**config.mk**
```make
export PLATFORM = sky130hd
export DESIGN_NAME = hash_core_dispatcher
export DESIGN_NICKNAME = d
export VERILOG_FILES = /design/src/rtl/miner_pkg.sv /design/src/rtl/hash_core_dispatcher_winner_select.sv /design/src/rtl/hash_core_dispatcher.sv
export SDC_FILE = /design/constraint.sdc
export NUM_CORES = 1
export LEC_CHECK = 0
export CORE_AREA = 2 2 630 632
export CTS_BUF_LIST = sky130_fd_sc_hd__clkbuf_4 sky130_fd_sc_hd__clkbuf_8 sky130_fd_sc_hd__clkbuf_16
export CTS_CLUSTER_DIAMETER = 80
export DETAILED_ROUTE_END_ITERATION = 6
export DIE_AREA = 0 0 632 634
export GPL_TIMING_DRIVEN = 0
export PLACE_DENSITY_LB_ADDON = 0.3
export SYNTH_ARGS = -nofsm -noshare
export SYNTH_HDL_FRONTEND = slang
export SYNTH_SLANG_ARGS = --single-unit
```
**constraint.sdc**
```tcl
create_clock -name clk -period 4.4 [get_ports clk]
set_clock_uncertainty 0.05 [all_clocks]
set_input_delay 0.44 -clock clk [delete_from_list [all_inputs] [get_ports clk]]
set_output_delay 0.44 -clock clk [all_outputs]
set_load 0.01 [all_outputs]
```
**src/rtl/miner_pkg.sv**
```systemverilog
`default_nettype none
// ============================================================================
// Module   : miner_pkg
// Purpose  : Shared types and width defaults for the hash core dispatcher.
// Revision : 1.0 - initial release
// ============================================================================
package miner_pkg;

  localparam int DEF_HASH_W  = 256;
  localparam int DEF_NONCE_W = 32;
  localparam int RESULT_W    = DEF_HASH_W + DEF_NONCE_W;

  typedef enum logic [2:0] {
    ST_IDLE   = 3'd0,
    ST_LAUNCH = 3'd1,
    ST_RUN    = 3'd2,
    ST_DRAIN  = 3'd3,
    ST_REPORT = 3'd4
  } disp_state_t;

endpackage
`default_nettype wire

```
**src/rtl/hash_core_dispatcher_winner_select.sv**
```systemverilog
`default_nettype none
// ============================================================================
// Module   : core_winner_select
// Purpose  : Lowest-index priority encoder over core_done & core_found.
// Revision : 1.0 - initial release
// ============================================================================
module core_winner_select #(
  parameter int NUM_CORES = 4,
  parameter int IDX_W     = (NUM_CORES > 1) ? $clog2(NUM_CORES) : 1
) (
  input  logic [NUM_CORES-1:0] done,
  input  logic [NUM_CORES-1:0] found,
  output logic                 any_found,
  output logic [IDX_W-1:0]     idx
);

  logic [NUM_CORES-1:0] hits;
  assign hits = done & found;

  // Scan from the top down so the lowest reporting core overwrites last.
  always_comb begin
    any_found = |hits;
    idx       = '0;
    for (int i = NUM_CORES - 1; i >= 0; i--) begin
      if (hits[i]) idx = IDX_W'(i);
    end
  end

endmodule
`default_nettype wire

```
**src/rtl/hash_core_dispatcher.sv**
```systemverilog
`default_nettype none
// ============================================================================
// Module   : hash_core_dispatcher
// Purpose  : Splits a job's nonce space over NUM_CORES hash cores, launches
//            them together, picks the lowest-index winner, quits the rest
//            and returns a single result to the controller.
// Revision : 1.0 - initial release
// ============================================================================
module hash_core_dispatcher
  import miner_pkg::*;
#(
  parameter int NUM_CORES = 4,
  parameter int NONCE_W   = DEF_NONCE_W,
  parameter int HASH_W    = DEF_HASH_W
) (
  input  logic                                clk,
  input  logic                                n_rst,
  input  logic                                begin_hash,
  input  logic                                quit_hash,
  input  logic [NONCE_W-1:0]                  base_nonce,
  output logic [NUM_CORES-1:0]                core_start,
  output logic [NUM_CORES*NONCE_W-1:0]        core_nonce_base,
  output logic [NUM_CORES-1:0]                core_quit,
  input  logic [NUM_CORES-1:0]                core_done,
  input  logic [NUM_CORES-1:0]                core_found,
  input  logic [NUM_CORES*(HASH_W+NONCE_W)-1:0] core_result,
  output logic                                hash_done,
  output logic                                valid_hash_flag,
  output logic [HASH_W+NONCE_W-1:0]           valid_hash,
  output logic                                busy
);

  localparam int RES_W = HASH_W + NONCE_W;
  localparam int IDX_W = (NUM_CORES > 1) ? $clog2(NUM_CORES) : 1;
  // Each core owns 2^SHIFT consecutive nonces.
  localparam int SHIFT = NONCE_W - $clog2(NUM_CORES);
  localparam logic [NUM_CORES-1:0] ALL_DONE = '1;

  disp_state_t                  state;
  logic [NUM_CORES-1:0]         done_mask;
  logic                         winner;
  logic                         aborted;
  logic [NUM_CORES-1:0]         mask_next;
  logic [NUM_CORES*NONCE_W-1:0] next_bases;
  logic                         any_found;
  logic [IDX_W-1:0]             win_idx;
  logic [RES_W-1:0]             win_result;

  assign mask_next  = done_mask | core_done;
  assign win_result = core_result[win_idx*RES_W +: RES_W];

  // Per-core start nonces; the addition wraps modulo 2^NONCE_W by width.
  generate
    for (genvar i = 0; i < NUM_CORES; i++) begin : g_base
      assign next_bases[i*NONCE_W +: NONCE_W] = base_nonce + (NONCE_W'(i) << SHIFT);
    end
  endgenerate

  core_winner_select #(
    .NUM_CORES (NUM_CORES),
    .IDX_W     (IDX_W)
  ) u_winner_select (
    .done      (core_done),
    .found     (core_found),
    .any_found (any_found),
    .idx       (win_idx)
  );

  // Dispatcher FSM with all controller and core-facing outputs registered.
  always_ff @(posedge clk or negedge n_rst) begin
    if (!n_rst) begin
      state           <= ST_IDLE;
      done_mask       <= '0;
      winner          <= 1'b0;
      aborted         <= 1'b0;
      core_start      <= '0;
      core_nonce_base <= '0;
      core_quit       <= '0;
      hash_done       <= 1'b0;
      valid_hash_flag <= 1'b0;
      valid_hash      <= '0;
      busy            <= 1'b0;
    end else begin
      core_start      <= '0;
      hash_done       <= 1'b0;
      valid_hash_flag <= 1'b0;
      case (state)
        ST_IDLE: begin
          if (begin_hash) begin
            core_nonce_base <= next_bases;
            done_mask       <= '0;
            winner          <= 1'b0;
            aborted         <= 1'b0;
            core_start      <= ALL_DONE;
            busy            <= 1'b1;
            state           <= ST_LAUNCH;
          end
        end
        ST_LAUNCH: begin
          done_mask <= mask_next;
          if (quit_hash) begin
            aborted   <= 1'b1;
            core_quit <= ~mask_next;
            state     <= ST_DRAIN;
          end else begin
            state <= ST_RUN;
          end
        end
        ST_RUN: begin
          done_mask <= mask_next;
          if (any_found) begin
            // A find beats a same-cycle quit: the job completes normally.
            valid_hash <= win_result;
            winner     <= 1'b1;
            if (mask_next == ALL_DONE) begin
              hash_done       <= 1'b1;
              valid_hash_flag <= 1'b1;
              state           <= ST_REPORT;
            end else begin
              core_quit <= ~mask_next;
              state     <= ST_DRAIN;
            end
          end else if (quit_hash) begin
            aborted   <= 1'b1;
            core_quit <= ~mask_next;
            state     <= ST_DRAIN;
          end else if (mask_next == ALL_DONE) begin
            hash_done       <= 1'b1;
            valid_hash_flag <= winner;
            state           <= ST_REPORT;
          end
        end
        ST_DRAIN: begin
          // Late finds are dropped; only completion is tracked here.
          done_mask <= mask_next;
          core_quit <= ~mask_next;
          if (mask_next == ALL_DONE) begin
            if (aborted) begin
              busy  <= 1'b0;
              state <= ST_IDLE;
            end else begin
              hash_done       <= 1'b1;
              valid_hash_flag <= winner;
              state           <= ST_REPORT;
            end
          end
        end
        ST_REPORT: begin
          busy  <= 1'b0;
          state <= ST_IDLE;
        end
        default: begin
          busy  <= 1'b0;
          state <= ST_IDLE;
        end
      endcase
    end
  end

endmodule
`default_nettype wire

```
==> flow_metrics.env <==
export IMPL_outcome="finished clean"
export IMPL_drv_cap=0
export IMPL_endpoint_kind="register"
export IMPL_crit_fanout=10
export IMPL_synth_enable_flop_cells=0
export IMPL_die_h_um=634
export IMPL_worstSetupPathType="in2reg"
export IMPL_clock_sinks=341
export IMPL_cts_hold_buf=2
export IMPL_setup_viol=0
export IMPL_arrival_ps=4700
export IMPL_total_leakage_power_nw=15.45
export IMPL_grt_pass1_vias=27469
export IMPL_cp_cell_sequence="clkdlybuf4s50_1 > a22oi_1 > a21boi_4 > buf_16 > clkbuf_2 > clkbuf_1 > o21ai_0 > o31ai_1"
export IMPL_vdd_drop_max_mv=0.3371
export IMPL_utilization=0.1110
export IMPL_synth_cells=2253
export IMPL_drive_above_1_share=0.06400
export IMPL_finalCritPeriodShare=0.9330
export IMPL_clk_latency_ps=750
export IMPL_fillers=45692
export IMPL_grt_pass1_wl_um=384700
export IMPL_clockBufferDepth=3
export IMPL_antenna_found_initial=254
export IMPL_dp_cells=9128
export IMPL_cts_setup_buffers=0
export IMPL_ys_warn_count=0
export IMPL_die_w_um=632
export IMPL_vias=27438
export IMPL_wl_per_cell_um=35.03
export IMPL_fmax_mhz=243.6
export IMPL_cts_buffers=61
export IMPL_required_ps=4990
export IMPL_multi_input_area_um2=8424
export IMPL_worst_slew_pin_slew_ps=1282
export IMPL_synth_area_per_cell_um2=8.175
export IMPL_final_antenna_net_count=0
export IMPL_final_cells=9304
export IMPL_cp_start_kind="primary input"
export IMPL_synthesis_nets=3449
export IMPL_port_buffers=1622
export IMPL_critPathSlowestCell="clkbuf_1"
export IMPL_slowest_delay_ps=980
export IMPL_yosysSeqAreaShare=0.4633
export IMPL_grt_use_total=0.1556
export IMPL_clk_pin_slew_ps=60
export IMPL_core_area_um2=394200
export IMPL_finish_net_count=5147
export IMPL_detail_route_vias_per_cell=2.949
export IMPL_pin_count=1623
export IMPL_max_slew_margin=0.1454
export IMPL_ctsResizeCount=0
export IMPL_drc_errors=0
export IMPL_hpwl_um=294200
export IMPL_cts_tree="built"
export IMPL_place_congestion=0.9285
export IMPL_area_growth_pct=137.6
export IMPL_syn_cell_area_um2=18420
export IMPL_first_iter_violations=2002
export IMPL_dieArea_um2=400700
export IMPL_ys_async_sr_fraction=1.000
export IMPL_dp_slack_ps=-543.0
export IMPL_power_density_nw_per_um2=595.8
export IMPL_synth_ff_latch_count=341
export IMPL_critPathBufInv=4
export IMPL_row_count=231
export IMPL_mostFrequentLayoutCells="clkdlybuf4s50_1, nand2_1, dfrtp_1, nor2_1, o31ai_1"
export IMPL_finalHoldViolCount=0
export IMPL_layout_commonest_cell="clkdlybuf4s50_1"
export IMPL_setup_ws_ps=294.9
export IMPL_crit_family="buffers and inverters"
export IMPL_fin_crit_ps=4105
export IMPL_cts_htree_levels=2
export IMPL_synth_cell_types=37
export IMPL_synth_ff_type="dfrtp_1"
export IMPL_root_buffer="clkbuf_16"
export IMPL_drt_wl_total_um=325900
export IMPL_slew_viol_final=0
export IMPL_overflow=0
export IMPL_register_area_um2=8533
export IMPL_initial_core_util=0.04672
export IMPL_grt_max_degree=88
export IMPL_p_total_mw=26.07
export IMPL_hp_class="in2reg"
export IMPL_rsz0062_at_grt="no"
export IMPL_drt_pre_antenna_iters=6
-- stage by stage --
stage,hold slack [ps],area (um2),TNS [ps]
global route,114.9,43690,0
detailed placement,194.7,41530,-2486
finish,152.7,43760,0
floorplan,94.41,18420,0
CTS,42.35,43600,0
global placement,415.0,41210,-5656890
-- worst paths after layout --
kind / from / endpoint / slack [ps] / cells past startpoint
worst max-delay path: core_done[2] / valid_hash[142]$_DFFE_PN0P_ / 290 / 8
worst min-delay path: base_nonce[28] / core_nonce_base[124]$_DFFE_PN0P_ / 150 / 3
max in group asynchronous: n_rst / core_start[2]$_DFF_PN0_ / 2860 / 4
worst max register to register: state[2]$_DFFE_PN0P_ / valid_hash[142]$_DFFE_PN0P_ / 480 / 7
worst min register to register: valid_hash[72]$_DFFE_PN0P_ / valid_hash[72]$_DFFE_PN0P_ / 430 / 2
min in group asynchronous: n_rst / valid_hash[151]$_DFFE_PN0P_ / 200 / 3
-- logic make-up after synthesis --
| logic type | Yosys count | synth area share |
|---|---|---|
| buffers and inverters | 297 | 0.08097 |
| DFF | 341 | 0.4633 |
| AOI/OAI and AO/OA | 895 | 0.3049 |
| and+or+nand+nor | 714 | 0.1473 |
| muxes | 5 | 0.002989 |
| xor gates and xnor gates | 1 | 0.0004756 |
-- Yosys cell counts, types with 2 or more instances --
| cell type | count | area [um2] |
|---|---|---|
| mux2_1 | 4 | 45.04 |
| nor2_1 | 300 | 1126 |
| dfrtp_1 | 341 | 8533 |
| a21oi_1 | 14 | 70.07 |
| nand3_1 | 6 | 30.03 |
| clkbuf_1 | 146 | 548.0 |
| nand4_1 | 2 | 12.51 |
| o31ai_1 | 290 | 2177 |
| buf_1 | 36 | 135.1 |
| inv_1 | 3 | 11.26 |
| o21ai_0 | 288 | 1441 |
| o22ai_1 | 288 | 1802 |
| o21ai_1 | 3 | 15.01 |
| nand2_1 | 398 | 1494 |
| buf_2 | 16 | 80.08 |
| buf_4 | 95 | 713.2 |
| a22oi_1 | 2 | 15.01 |
| nor4_1 | 2 | 12.51 |
-- layer usage --
metal / vias to the layer above / wire (um) / global-route usage
met1: 13515 / 115800 / 0.1642
met3: 562 / 40220 / 0.08076
li1: 11587 / - / -
met4: 116 / 10940 / 0.04627
met2: 1658 / 158100 / 0.2674
met5: - / 927 / 0.002778
-- power by group --
| group | switching, mW | total [mW] | internal, mW |
|---|---|---|---|
| logic | 9.02 | 14.9 | 5.84 |
| registers | 1.42 | 6.12 | 4.69 |
| clock network | 2.08 | 5.10 | 3.02 |
| total | 12.5 | 26.1 | 13.6 |
-- state kept, by name, summed over array words and instances, names as in the netlist, 3 cells and up --
name	count
done_mask	4
valid_hash	288
state	3
core_quit	4
core_nonce_base	36
-- final cells by class --
type	instances	area share
diodes	62	0.003546
plain buffers	293	0.03411
clock buffers	84	0.04012
clock inverters	28	0.006862
inverters	4	0.0003431
multi-input cells	1615	0.1925
flip-flops and latches	341	0.1950
well taps	5242	0.1499
repair buffers	1635	0.3776
-- worst register-to-register path: cells and delay by family (launching register included) --
family	cells	cell delay [ps]
AOI/OAI and AO/OA	3	1570
buffers and inverters	3	1370
DFF	1	470
and+or+nand+nor	1	350
No activity file was read; power rests on OpenSTA's default activity.
